===== config.mk =====
export PLATFORM = sky130hd
export DESIGN_NAME = dmem_loader
export DESIGN_NICKNAME = d
export VERILOG_FILES = /design/src/rtl/dmem_loader.sv
export SDC_FILE = /design/constraint.sdc
export NUM_CORES = 1
export LEC_CHECK = 0
export ABC_CLOCK_PERIOD_IN_PS = 2100
export CAP_MARGIN = 30
export CORE_AREA = 2 2 43 45
export CTS_CLUSTER_DIAMETER = 80
export DETAILED_ROUTE_END_ITERATION = 7
export DIE_AREA = 0 0 45 47
export DONT_BUFFER_PORTS = 1
export HOLD_SLACK_MARGIN = 0.02
export REMOVE_ABC_BUFFERS = 1
export SLEW_MARGIN = 20
export SYNTH_ARGS = -nofsm -noshare
export SYNTH_HDL_FRONTEND = slang
export SYNTH_SLANG_ARGS = --single-unit

===== constraint.sdc =====
create_clock -name clk -period 2.1 [get_ports clk]
set_input_delay 0.42 -clock clk [delete_from_list [all_inputs] [get_ports clk]]
set_output_delay 0.42 -clock clk [all_outputs]
set_load 0.02 [all_outputs]

===== src/rtl/dmem_loader.sv =====
// Boot-time data-memory table loader sitting between the CPU and data memory.
// Optional read-back verify pass is compiled in with DMEM_LOADER_VERIFY_EN.
module dmem_loader (
  input  logic        clk,
  input  logic        reset,
  input  logic        start,
  input  logic        loadControl,
  input  logic [10:0] cpuAdrx,
  input  logic [15:0] cpuDataIn,
  input  logic        cpuWrite,
  input  logic [15:0] memDataOut,
  output logic [10:0] memAdrx,
  output logic [15:0] memDataIn,
  output logic        memWrite,
  output logic        busy,
  output logic        done,
  output logic        error
);

  typedef enum logic [1:0] {
    IDLE   = 2'd0,
    WRITE  = 2'd1,
`ifdef DMEM_LOADER_VERIFY_EN
    VERIFY = 2'd2,
`endif
    DONE   = 2'd3
  } state_e;

  state_e      state_q, state_d;
  logic [2:0]  ptr_q, ptr_d;
  logic        variant_q, variant_d;

  function automatic logic [15:0] table_word(input logic v, input logic [2:0] p);
    case (p)
      3'd0:    return v ? 16'h0008 : 16'h0007;
      3'd1:    return v ? 16'h0003 : 16'h0005;
      3'd2:    return 16'h0003;
      3'd3:    return 16'h0005;
      3'd4:    return 16'h5A5A;
      3'd5:    return 16'h6767;
      3'd6:    return 16'h003C;
      default: return 16'h00FF;
    endcase
  endfunction

`ifdef DMEM_LOADER_VERIFY_EN
  logic error_q, error_d;
`else
  logic unused_mem_rdata;
  assign unused_mem_rdata = ^memDataOut;
`endif

  always_ff @(posedge clk or negedge reset) begin
    if (!reset) begin
      state_q   <= IDLE;
      ptr_q     <= '0;
      variant_q <= 1'b0;
`ifdef DMEM_LOADER_VERIFY_EN
      error_q   <= 1'b0;
`endif
    end else begin
      state_q   <= state_d;
      ptr_q     <= ptr_d;
      variant_q <= variant_d;
`ifdef DMEM_LOADER_VERIFY_EN
      error_q   <= error_d;
`endif
    end
  end

  always_comb begin
    state_d   = state_q;
    ptr_d     = ptr_q;
    variant_d = variant_q;
`ifdef DMEM_LOADER_VERIFY_EN
    error_d   = error_q;
`endif
    case (state_q)
      IDLE, DONE: begin
        if (start) begin
          state_d   = WRITE;
          ptr_d     = '0;
          variant_d = loadControl;
`ifdef DMEM_LOADER_VERIFY_EN
          error_d   = 1'b0;
`endif
        end
      end
      WRITE: begin
        ptr_d = ptr_q + 3'd1;
        if (ptr_q == 3'd7) begin
`ifdef DMEM_LOADER_VERIFY_EN
          state_d = VERIFY;
`else
          state_d = DONE;
`endif
        end
      end
`ifdef DMEM_LOADER_VERIFY_EN
      VERIFY: begin
        ptr_d = ptr_q + 3'd1;
        if (memDataOut != table_word(variant_q, ptr_q)) error_d = 1'b1;
        if (ptr_q == 3'd7) state_d = DONE;
      end
`endif
      default: state_d = IDLE;
    endcase
  end

  // Loader-side outputs decode only registered state, so they settle right
  // after the rising edge; idle/done is a pure combinational CPU bypass.
  always_comb begin
    memAdrx   = cpuAdrx;
    memDataIn = cpuDataIn;
    memWrite  = cpuWrite;
    busy      = 1'b0;
    done      = 1'b0;
    case (state_q)
      WRITE: begin
        memAdrx   = {8'b0, ptr_q};
        memDataIn = table_word(variant_q, ptr_q);
        memWrite  = 1'b1;
        busy      = 1'b1;
      end
`ifdef DMEM_LOADER_VERIFY_EN
      VERIFY: begin
        memAdrx   = {8'b0, ptr_q};
        memDataIn = table_word(variant_q, ptr_q);
        memWrite  = 1'b0;
        busy      = 1'b1;
      end
`endif
      DONE:    done = 1'b1;
      default: ;
    endcase
  end

`ifdef DMEM_LOADER_VERIFY_EN
  assign error = error_q;
`else
  assign error = 1'b0;
`endif

endmodule


; ---- Yosys cells after proc, flatten, opt, wreduce, memory -nomap -nowiden
; Index checks and enable logic that the tools add are counted.
; Widths: inputs -> output; s select.
[word_totals]
register_bits = 6
input_bits = 48
output_inout_bits = 31
word_cells = 35
[classes]
addsub = 1
n_eq_ne = 11
muxes = 13
reduce_logical = 7
[ops]
columns = cell, n
row1 = $pmux 15 s7, 1
row2 = $mux 16, 1
row3 = $eq 3x3->1 const B, 4
row4 = $mux 11, 1
row5 = $eq 3x2->1 const B, 2
row6 = $mux 3, 2
row7 = $pmux 3 s2, 1
row8 = $reduce_and 2->1, 3
row9 = $mux 2, 2
row10 = $mux 4, 1
row11 = $ne 2x2->1 const B, 2
row12 = $pmux 2 s2, 1
row13 = $add 3x1->3 const B, 1
row14 = $eq 3x1->1 const B, 1
row15 = $logic_not 3->1, 1
row16 = $mux 1, 3
row17 = $eq 2x1->1 const B, 1
row18 = $eq 2x2->1 const B, 1
row19 = $logic_not 2->1, 1
row20 = $reduce_bool 2->1, 1
row21 = $reduce_or 2->1, 1

; ---- Longest topological paths before layout
; Gate-level depths: netlist of run 1.
[depth]
word_depth = 4
depth_mapped = 6
mapped_depth_nobuf = 5

; ---- Worst setup path before layout of run 1
; No wires, ideal clock.
[synth_timing]
path_kind = register to output
from = register ptr_q[1]
to = output memDataIn[5]
t_arrival_ns = 1.630
required_time_ns = 1.680
slack_ns = 0.050
stages_incl_launch_ff = 6
path_buffers = 0
path_cell_list = dfrtp_1 -> ha_1 -> ha_1 -> nor4_2 -> nor2_1 -> a21oi_1
[synth_between]
elab_chain_len = 3
word_cells_on_any_way = 9
classes_between = 6 x eq/ne / 2 x mux / 1 x reduce/logical
[synth_lines]
columns = element, line_no
row1 = "start, declared", 30  ; logic [2:0] ptr_q, ptr_d;
row2 = "start signal, assigned", 63  ; ptr_q <= ptr_d;
row3 = "$eq 3x3->1, or another cell as far along", 34  ; case (p)
row4 = $pmux 15 s7 (*), 34
row5 = $mux 16 (*), 118  ; case (state_q)
row6 = "end, declared", 13  ; output logic [15:0] memDataIn,
; Mark *: on every way between the ends. The rest lies on a longest branch, timed or not.

; ---- Worst setup path after layout of run 1
[layout_timing]
from = register ptr_q[1]
to = output memDataIn[3]
; Same word-level chain as after synthesis.

==> results of run 1 <==
-- layer usage --
layer  part of all wire [%]  vias up  global-route usage (%)
met5                      0        -                       0
met4                    2.1        0                    7.06
met3                     11        6                    5.00
met2                     49       49                    28.6
met1                     37      369                    19.9
li1                       -      404                       -
-- worst paths after layout --
kind / depth (start not counted) / from / endpoint
setup / recovery: 7 / ptr_q[1] / memDataIn[3]
hold / removal: 1 / loadControl / variant_q
setup reg to reg: 5 / ptr_q[1] / state_q[0]
hold reg to reg: 2 / state_q[0] / state_q[0]
max in group asynchronous: 1 / reset / ptr_q[1]
min in group asynchronous: 1 / reset / state_q[0]
-- final cells by class --
type                       count  area share (%)
inverter                      14            4.37
tap                           17            1.77
multi-input combinational     74            54.7
sequential                     6            12.7
clock buffer                   3            1.87
timing repair buffer          36            24.6
-- flip-flops by register name, summed over array words and instances (netlist names) --
signal     count
ptr_q          3
state_q        2
variant_q      1
-- power by group --
part	switching (mW)	leakage, nW	internal, mW
logic	1.12	0.491	0.981
clock network	0.0443	0.0138	0.0648
registers	0.0732	0.0678	0.169
-- stage by stage --
step	cell area, um2	worst slack, ns	hold slack, ns	cells
6_report	1200	-0.128	0.325	150
5_1_grt	1200	-0.199	0.317	150
4_1_cts	1100	-0.153	0.318	146
3_5_place_dp	986	0.0595	0.125	141
3_3_place_gp	986	0.0579	0.125	141
2_1_floorplan	739	-0.387	0.124	94
-- logic make-up (layout without fill, tap and decap cells) --
group / count (synthesis) / after routing / synth area share [%]
buf+inv: 20 / 53 / 11.0
fa+ha+maj: 9 / 9 / 14.6
other cells: 1 / 1 / 0.486
mux: 5 / 5 / 6.97
flops: 6 / 6 / 19.4
simple gates: 30 / 30 / 20.4
compound gates: 29 / 29 / 27.1
-- cells in the final DEF (no fill, tap or decap), types with 2 or more instances in the layout --
cell type and instances:
a21oi_1 5, dfrtp_2 2, o2bb2ai_1 2, inv_2 3
nand2_1 5, nor2_1 8, o22a_2 2, inv_1 11
buf_6 3, buf_4 31, ha_1 3, mux2i_1 2
mux2_2 3, clkbuf_4 3, o21ai_0 9, nor2b_1 9
dfrtp_1 4, nand3_1 2, ha_4 5
-- critical path: cells and delay by family, from the launching register on --
| kind | cells | cell delay, ns |
|---|---|---|
| and+or+nand+nor | 2 | 0.42 |
| adders and majority gates | 1 | 0.18 |
| AOI/OAI and AO/OA | 1 | 0.05 |
| buffers and inverters | 3 | 0.46 |
| DFF | 1 | 0.44 |
-- timing repair --
item                                    4_1_cts  5_1_grt
gates cloned                                  0        0
hold buffers                                  1        0
resized for setup                            16       16
endpoints found under the setup margin        8       16
setup buffers                                 1        4
endpoints found under the hold margin         6        0
pin swaps                                     5        3
==> run_results.csv, run 1 <==
group,metric,value,unit
cells_and_area,ff_latch_area,153,um2
outcome,status,"finished with violations",
clocking,cts_tree,"done",
cells_and_area,nets,192,
cells_and_area,area_growth_syn_to_layout,55.9,%
timing,drv_slew,0,
timing,setup_slack,-0.128,ns
place,port_buffers,0,
timing,fmax,449,MHz
timing,final.min_clock_period,2.23,ns
critical_path,path_cells,"buf_6 -> ha_4 -> nor4_4 -> buf_4 -> a2111oi_4 -> nor2_1 -> buf_4",
cells_and_area,n_fill_cell,123,
route,first_pass_iters,4,
route,drtIter0Drc,8,
floorplan,start_util,46.7,%
critical_path,crit_arrival,1.81,ns
critical_path,crit_path_end_kind,"output pin",
route,wl,2.07,mm
min_path,hold_class,"input port to register",
critical_path,worst_ep_required_time,1.68,ns
synthesis,ys_top_cells_by_area,"dfrtp_1 19%, ha_1 15%, nor2b_1 7.3%",
clocking,cts_max_level,1,
floorplan,die_w,45,um
outcome,violations,"setup timing",
cells_and_area,final_util,72.9,%
critical_path,r2r_slack,0.72,ns
critical_path,crit_top_cell,"buf_4",
floorplan,rows,15,
floorplan,die_h,47,um
floorplan,die_area,0.00212,mm2
floorplan,io_pins,79,
synthesis,synthTopCellsByCount,"13 x inv_1, 9 x ha_1, 9 x nor2_1, 9 x nor2b_1, 9 x o21ai_0",
critical_path,worstSetupStartpointType,"register",
timing,hold_viol,0,
route,viasPerCell,5.52,
timing,fin_skew,0.00387,ns
global_route,grt-ovfl-total,0,
clocking,clk_pin_slew,0.04,ns
synthesis,synthCells,100,
synthesis,syn_area,772,um2
synthesis,synth_seq_cells,6,
critical_path,cp_max_fo,6,
global_route,grt_max_degree,24,
clocking,root_buffer,"clkbuf_4",
global_route,first_global_vias,573,
synthesis,yosysSeqAreaShare,19.4,%
global_route,grt_pass1_wl,2.52,mm
route,vias,828,
clocking,cts.sinks,6,
pwr,ir_drop,1.08,mV
pwr,p_per_area,2030,mW/mm2
cells_and_area,multi_input_area,658,um2
synthesis,yosys_warnings,0,
critical_path,critPathKind,"register to output pin",
synthesis,syn_avg_cell_area,7.72,um2
timing,rsz0062_at_grt,"true",
global_route,grt_use_total,16.8,%
clocking,clock_insertion_delay_worst_skew,0.25,ns
route,wl_per_cell,13.8,um
clocking,clock_path_buffers,2,
synthesis,synth.largest_area_cell,"dfrtp_1",
route,ant_nets,0,
timing,setup_viol,8,
critical_path,max_stage_delay,0.44,ns
pwr,power,2.45,mW
synthesis,yosysMostFrequentCell,"inv_1",
global_route,antenna_found_initial,0,
route,drc,0,
place,gp_congestion,0.779,
clocking,numCtsBuffers,3,
critical_path,slowest_stage,"dfrtp_2",
synthesis,synthArstFlopShare,100,%
timing,tns,-0.532,ns
cells_and_area,antenna_cells,0,
synthesis,synth_edf_count,0,
synthesis,synth_top_area_share,19.4,%
cells_and_area,drive_above_1_share,48.1,%
synthesis,synthFlopType,"dfrtp_1",
pwr,power_leakage,0.573,nW
floorplan,core_region_area,0.00165,mm2
timing,period_share,106,%
place,hpwl,1.40,mm
job,maxCapViolCount,0,
synthesis,ys_types,33,
No activity file was read; power rests on OpenSTA's default activity.
==> run 2, diff against run 1 <==
--- a/config.mk
+++ b/config.mk
@@ -5,7 +5,7 @@
 export SDC_FILE = /design/constraint.sdc
 export NUM_CORES = 1
 export LEC_CHECK = 0
-export ABC_CLOCK_PERIOD_IN_PS = 2100
+export ABC_CLOCK_PERIOD_IN_PS = 2350
 export CAP_MARGIN = 30
 export CORE_AREA = 2 2 43 45
 export CTS_CLUSTER_DIAMETER = 80
==> constraint.sdc (replaced) <==
create_clock -name clk -period 2.35 [get_ports clk]
set_input_delay 0.47 -clock clk [delete_from_list [all_inputs] [get_ports clk]]
set_output_delay 0.47 -clock clk [all_outputs]
set_load 0.02 [all_outputs]
==> run_results.csv, run 2 (synthesis gave the netlist of run 1 again) <==
group,metric,value,unit
route,wl_per_cell,13.7,um
cells_and_area,antenna_cells,0,
global_route,grt_max_degree,23,
timing,rsz0062_at_grt,"true",
place,hpwl,1.41,mm
outcome,status,"complete, no violations",
clocking,numCtsBuffers,3,
route,first_pass_iters,4,
route,drc,0,
clocking,clock_path_buffers,2,
critical_path,max_stage_delay,0.45,ns
critical_path,slowest_stage,"a2111oi_1",
place,port_buffers,0,
timing,period_share,97.3,%
critical_path,crit_arrival,1.82,ns
critical_path,worstSetupStartpointType,"register",
route,wl,1.81,mm
critical_path,ff2ff_path_depth,5,
floorplan,die_h,47,um
cells_and_area,final_cell_mix,"17 x buf_4, 13 x inv_1, 9 x nor2b_1, 9 x o21ai_0, 9 x nor2_1",
critical_path,worst_ep_required_time,1.88,ns
min_path,hold_class,"input port to register",
cells_and_area,final_util,58.5,%
clocking,root_buffer,"clkbuf_4",
clocking,clk_pin_slew,0.04,ns
cells_and_area,largest_registers,"ptr_q: 3 flops, state_q: 2 flops, variant_q: 1 flops",
critical_path,path_cells,"inv_1 -> ha_2 -> nor2b_2 -> a2111oi_1 -> nor2_1",
clocking,clock_insertion_delay_worst_skew,0.25,ns
place,gp_congestion,0.699,
route,vias,740,
job,maxCapViolCount,0,
route,ant_nets,0,
pwr,ir_drop,0.714,mV
clocking,cts_max_level,1,
timing,hold_ws,0.379,ns
global_route,antenna_found_initial,0,
global_route,grt-ovfl-total,0,
min_path,hold-path-cell-count,1,
floorplan,io_pins,79,
global_route,first_global_vias,569,
cells_and_area,regMostFlops,"ptr_q",
global_route,grt_use_total,15.2,%
floorplan,die_area,0.00212,mm2
critical_path,crit_path_end_kind,"output pin",
critical_path,critPathKind,"register to output pin",
place,placed_cells,127,
timing,fmax,437,MHz
critical_path,cp.buffers_inverters,1,
cells_and_area,drive_above_1_share,31.3,%
pwr,p_per_area,1810,mW/mm2
critical_path,cp_max_fo,6,
global_route,grt_pass1_wl,2.37,mm
timing,hold_viol,0,
cells_and_area,nets,174,
timing,setup_viol,0,
cells_and_area,largest_register_ffs,3,
timing,drv_slew,0,
cells_and_area,final_cells,132,
timing,fin_skew,0.00574,ns
floorplan,core_region_area,0.00165,mm2
cells_and_area,layout.cells.most_common,"buf_4",
critical_path,crit_cells,5,
route,viasPerCell,5.61,
route,drtIter0Drc,10,
floorplan,rows,15,
floorplan,start_util,46.7,%
clocking,cts.sinks,6,
cells_and_area,area_growth_syn_to_layout,25.1,%
critical_path,cp_top_family,"compound AO/OA/AOI/OAI gates",
timing,final.min_clock_period,2.29,ns
clocking,cts_tree,"done",
floorplan,die_w,45,um
pwr,power_leakage,0.461,nW
==> run 2: worst paths after layout <==
kind                                   from            to  slack (ns)
worst max-delay path               ptr_q[1]  memDataIn[3]        0.06
worst min-delay path            loadControl     variant_q        0.38
worst max register to register   state_q[0]    state_q[0]        1.03
worst min register to register   state_q[0]    state_q[0]        0.59
max in group asynchronous             reset      ptr_q[1]        1.57
min in group asynchronous             reset    state_q[1]        0.54
==> run 2: timing repair <==
item,CTS,global route
hold buffers,1,0
setup endpoints to repair,8,8
pin swaps,2,2
gates resized for setup,3,7
hold endpoints to repair,6,0
setup buffers,1,0
cloned,0,0
==> run 2: metal layers <==
layer | vias up | track usage [%] | routed length (um)
met5 | - | 0 | 0
met4 | 0 | 7.06 | 0
met3 | 0 | 1.15 | 161
met2 | 38 | 27.1 | 924
met1 | 332 | 18.6 | 722
li1 | 370 | - | -
==> run 2: final cells by class <==
cell class / instances / area (um2)
fill: 151 / 686
tap: 17 / 21.3
inverter: 14 / 52.6
sequential: 6 / 151
multi-input combinational: 74 / 581
timing repair buffer: 18 / 138
clock buffer: 3 / 22.5
==> run 2: where the power goes <==
part | leakage (nW) | internal, mW | switching, mW | total, mW
combinational | 0.378 | 0.579 | 0.879 | 1.46
clock | 0.0138 | 0.0578 | 0.0379 | 0.0957
sequential | 0.0688 | 0.149 | 0.0505 | 0.199
==> run 2: metrics by stage <==
| stage | power [mW] | instance area (um2) | TNS (ns) | worst slack, ns |
|---|---|---|---|---|
| after global placement | 1.52 | 881 | 0 | 0.206 |
| final | 1.75 | 966 | 0 | 0.0636 |
| after CTS | 1.69 | 932 | 0 | 0.0116 |
| after detailed placement | 1.54 | 881 | 0 | 0.214 |
| after global routing | 1.90 | 966 | -0.0601 | -0.0481 |
| after floorplan | 1.19 | 739 | -0.385 | -0.187 |
==> run 3, diff against run 2 <==
--- a/config.mk
+++ b/config.mk
@@ -8,6 +8,7 @@
 export ABC_CLOCK_PERIOD_IN_PS = 2350
 export CAP_MARGIN = 30
 export CORE_AREA = 2 2 43 45
+export CTS_BUF_LIST = sky130_fd_sc_hd__clkbuf_2
 export CTS_CLUSTER_DIAMETER = 80
 export DETAILED_ROUTE_END_ITERATION = 7
 export DIE_AREA = 0 0 45 47
==> run_results.csv, run 3 (synthesis gave the netlist of run 1 again) <==
group,metric,value,unit
outcome,status,"complete, no violations",
cells_and_area,nets,176,
route,wl,1.82,mm
route,wl_met3,184,um
global_route,grt_max_degree,23,
pwr,power,1.77,mW
route,drc,0,
pwr,cell_internal_pwr,0.788,mW
pwr,power_frac_comb,84.3,%
route,wl_met1,718,um
place,postPlaceCellArea,881,um2
route,highest_layer,"met4",
clocking,clock_insertion_delay_worst_skew,0.24,ns
clocking,numCtsBuffers,3,
route,first_pass_iters,4,
global_route,grt-ovfl-total,0,
cells_and_area,area_growth_syn_to_layout,26.6,%
place,gp_congestion,0.699,
timing,rsz0062_at_grt,"true",
pwr,p_per_area,1810,mW/mm2
timing,setup_slack,0.0391,ns
clocking,root_buffer,"clkbuf_2",
global_route,first_global_vias,571,
place,port_buffers,0,
pwr,ir_drop,0.726,mV
cells_and_area,final_cell_mix,"18 x buf_4, 13 x inv_1, 9 x nor2b_1, 9 x o21ai_0, 9 x nor2_1",
critical_path,cp_max_fo,5,
timing,tns,0,ns
pwr,p_seq_share,11.3,%
place,placed_cells,127,
global_route,grt_pass1_wl,2.37,mm
critical_path,crit_arrival,1.84,ns
timing,drv_slew,0,
cells_and_area,n_fill_cell,146,
critical_path,max_stage_delay,0.45,ns
timing,period_share,98.3,%
cells_and_area,final_cells,134,
job,maxCapViolCount,0,
floorplan,io_pins,79,
cells_and_area,drive_above_1_share,32.5,%
pwr,power.share.clock,4.3,%
clocking,cts_max_level,1,
pwr,p_switching,0.981,mW
timing,setup_viol,0,
floorplan,die_w,45,um
floorplan,die_h,47,um
critical_path,path_cells,"inv_1 -> ha_2 -> nor2b_2 -> a2111oi_1 -> nor2_1",
clocking,cts_tree,"done",
cells_and_area,fin_area,977,um2
critical_path,slowest_stage,"a2111oi_1",
route,ant_nets,0,
global_route,antenna_found_initial,0,
critical_path,critPathKind,"register to output pin",
cells_and_area,largest_register_ffs,3,
cells_and_area,largest_registers,"ptr_q: 3 flops, state_q: 2 flops, variant_q: 1 flops",
floorplan,start_util,46.7,%
critical_path,cp_top_family,"compound AO/OA/AOI/OAI gates",
route,wl_per_cell,13.6,um
route,vias,754,
min_path,hold_class,"input port to register",
pwr,power_leakage,0.471,nW
cells_and_area,regMostFlops,"ptr_q",
timing,fmax,433,MHz
floorplan,rows,15,
critical_path,worstSetupStartpointType,"register",
place,pre_cts_ws,0.214,ns
critical_path,cp.buffers_inverters,1,
cells_and_area,antenna_cells,0,
route,drtIter0Drc,8,
critical_path,worst_ep_required_time,1.88,ns
place,hpwl,1.41,mm
timing,final.min_clock_period,2.31,ns
critical_path,crit_path_end_kind,"output pin",
cells_and_area,layout.cells.most_common,"buf_4",
route,dr_wl_met2,896,um
floorplan,core_region_area,0.00165,mm2
floorplan,die_area,0.00212,mm2
clocking,clk_pin_slew,0.07,ns
timing,fin_skew,0.00930,ns
clocking,clock_path_buffers,2,
route,viasPerCell,5.63,
clocking,cts.sinks,6,
pwr,switching_share,55.5,%
global_route,grt_use_total,15.2,%
timing,hold_viol,0,
## run 3: changes by cell type in the layout (fill, tap and decap cells not counted), sizes merged
cell / change
buf: +2
## run 3: worst paths after layout
kind                                   from      endpoint  slack [ns]  depth (start not counted)
worst max-delay path               ptr_q[0]  memDataIn[3]        0.04                          5
worst min-delay path            loadControl     variant_q        0.39                          1
worst max register to register   state_q[1]      ptr_q[1]        1.00                          5
worst min register to register   state_q[0]    state_q[0]        0.59                          2
min in group asynchronous             reset    state_q[1]        0.53                          1
max in group asynchronous             reset      ptr_q[1]        1.57                          1
## run 3: worst reg2reg max path, stage by stage (launching register included)
cell and delay (ns):
dfrtp_1 0.41, inv_1 0.07, ha_1 0.19, buf_4 0.21
mux2i_1 0.13, a32o_1 0.22
## run 3: layer usage
layer | vias up | track usage [%]
li1 | 371 | -
met1 | 336 | 18.6
met2 | 44 | 27.1
met3 | 3 | 1.15
met4 | 0 | 7.06
met5 | - | 0
## run 3: power groups by stage
| stage | combinational (mW) | sequential [mW] | clock (mW) |
|---|---|---|---|
| after detailed placement | 1.34 | 0.201 | 0 |
| after global routing | 1.62 | 0.206 | 0.0806 |
| after CTS | 1.40 | 0.198 | 0.0757 |
| final | 1.49 | 0.200 | 0.0769 |
| after global placement | 1.32 | 0.199 | 0 |
| after floorplan | 0.983 | 0.205 | 0 |
## run 3: cell type report
class | count | area [um2] | area share (%)
clock buffers | 3 | 15.0 | 1.54
inverters | 14 | 52.6 | 5.38
multi-input cells | 74 | 581 | 59.4
flip-flops and latches | 6 | 151 | 15.5
well taps | 17 | 21.3 | 2.18
repair buffers | 20 | 156 | 16.0
## run 3: stage by stage
| step | hold WS, ns | util, % |
|---|---|---|
| finish | 0.387 | 59.2 |
| global route | 0.381 | 59.2 |
| CTS | 0.392 | 56.0 |
| detailed placement | 0.175 | 53.3 |
| global placement | 0.175 | 53.3 |
| floorplan | 0.174 | - |
## run 3: repair_timing
action / in CTS / in global routing
endpoints found under the hold margin: 6 / 0
hold buffers: 1 / 0
gates resized for setup: 3 / 8
endpoints found under the setup margin: 8 / 8
buffers inserted: 1 / 2
pin swaps: 2 / 2
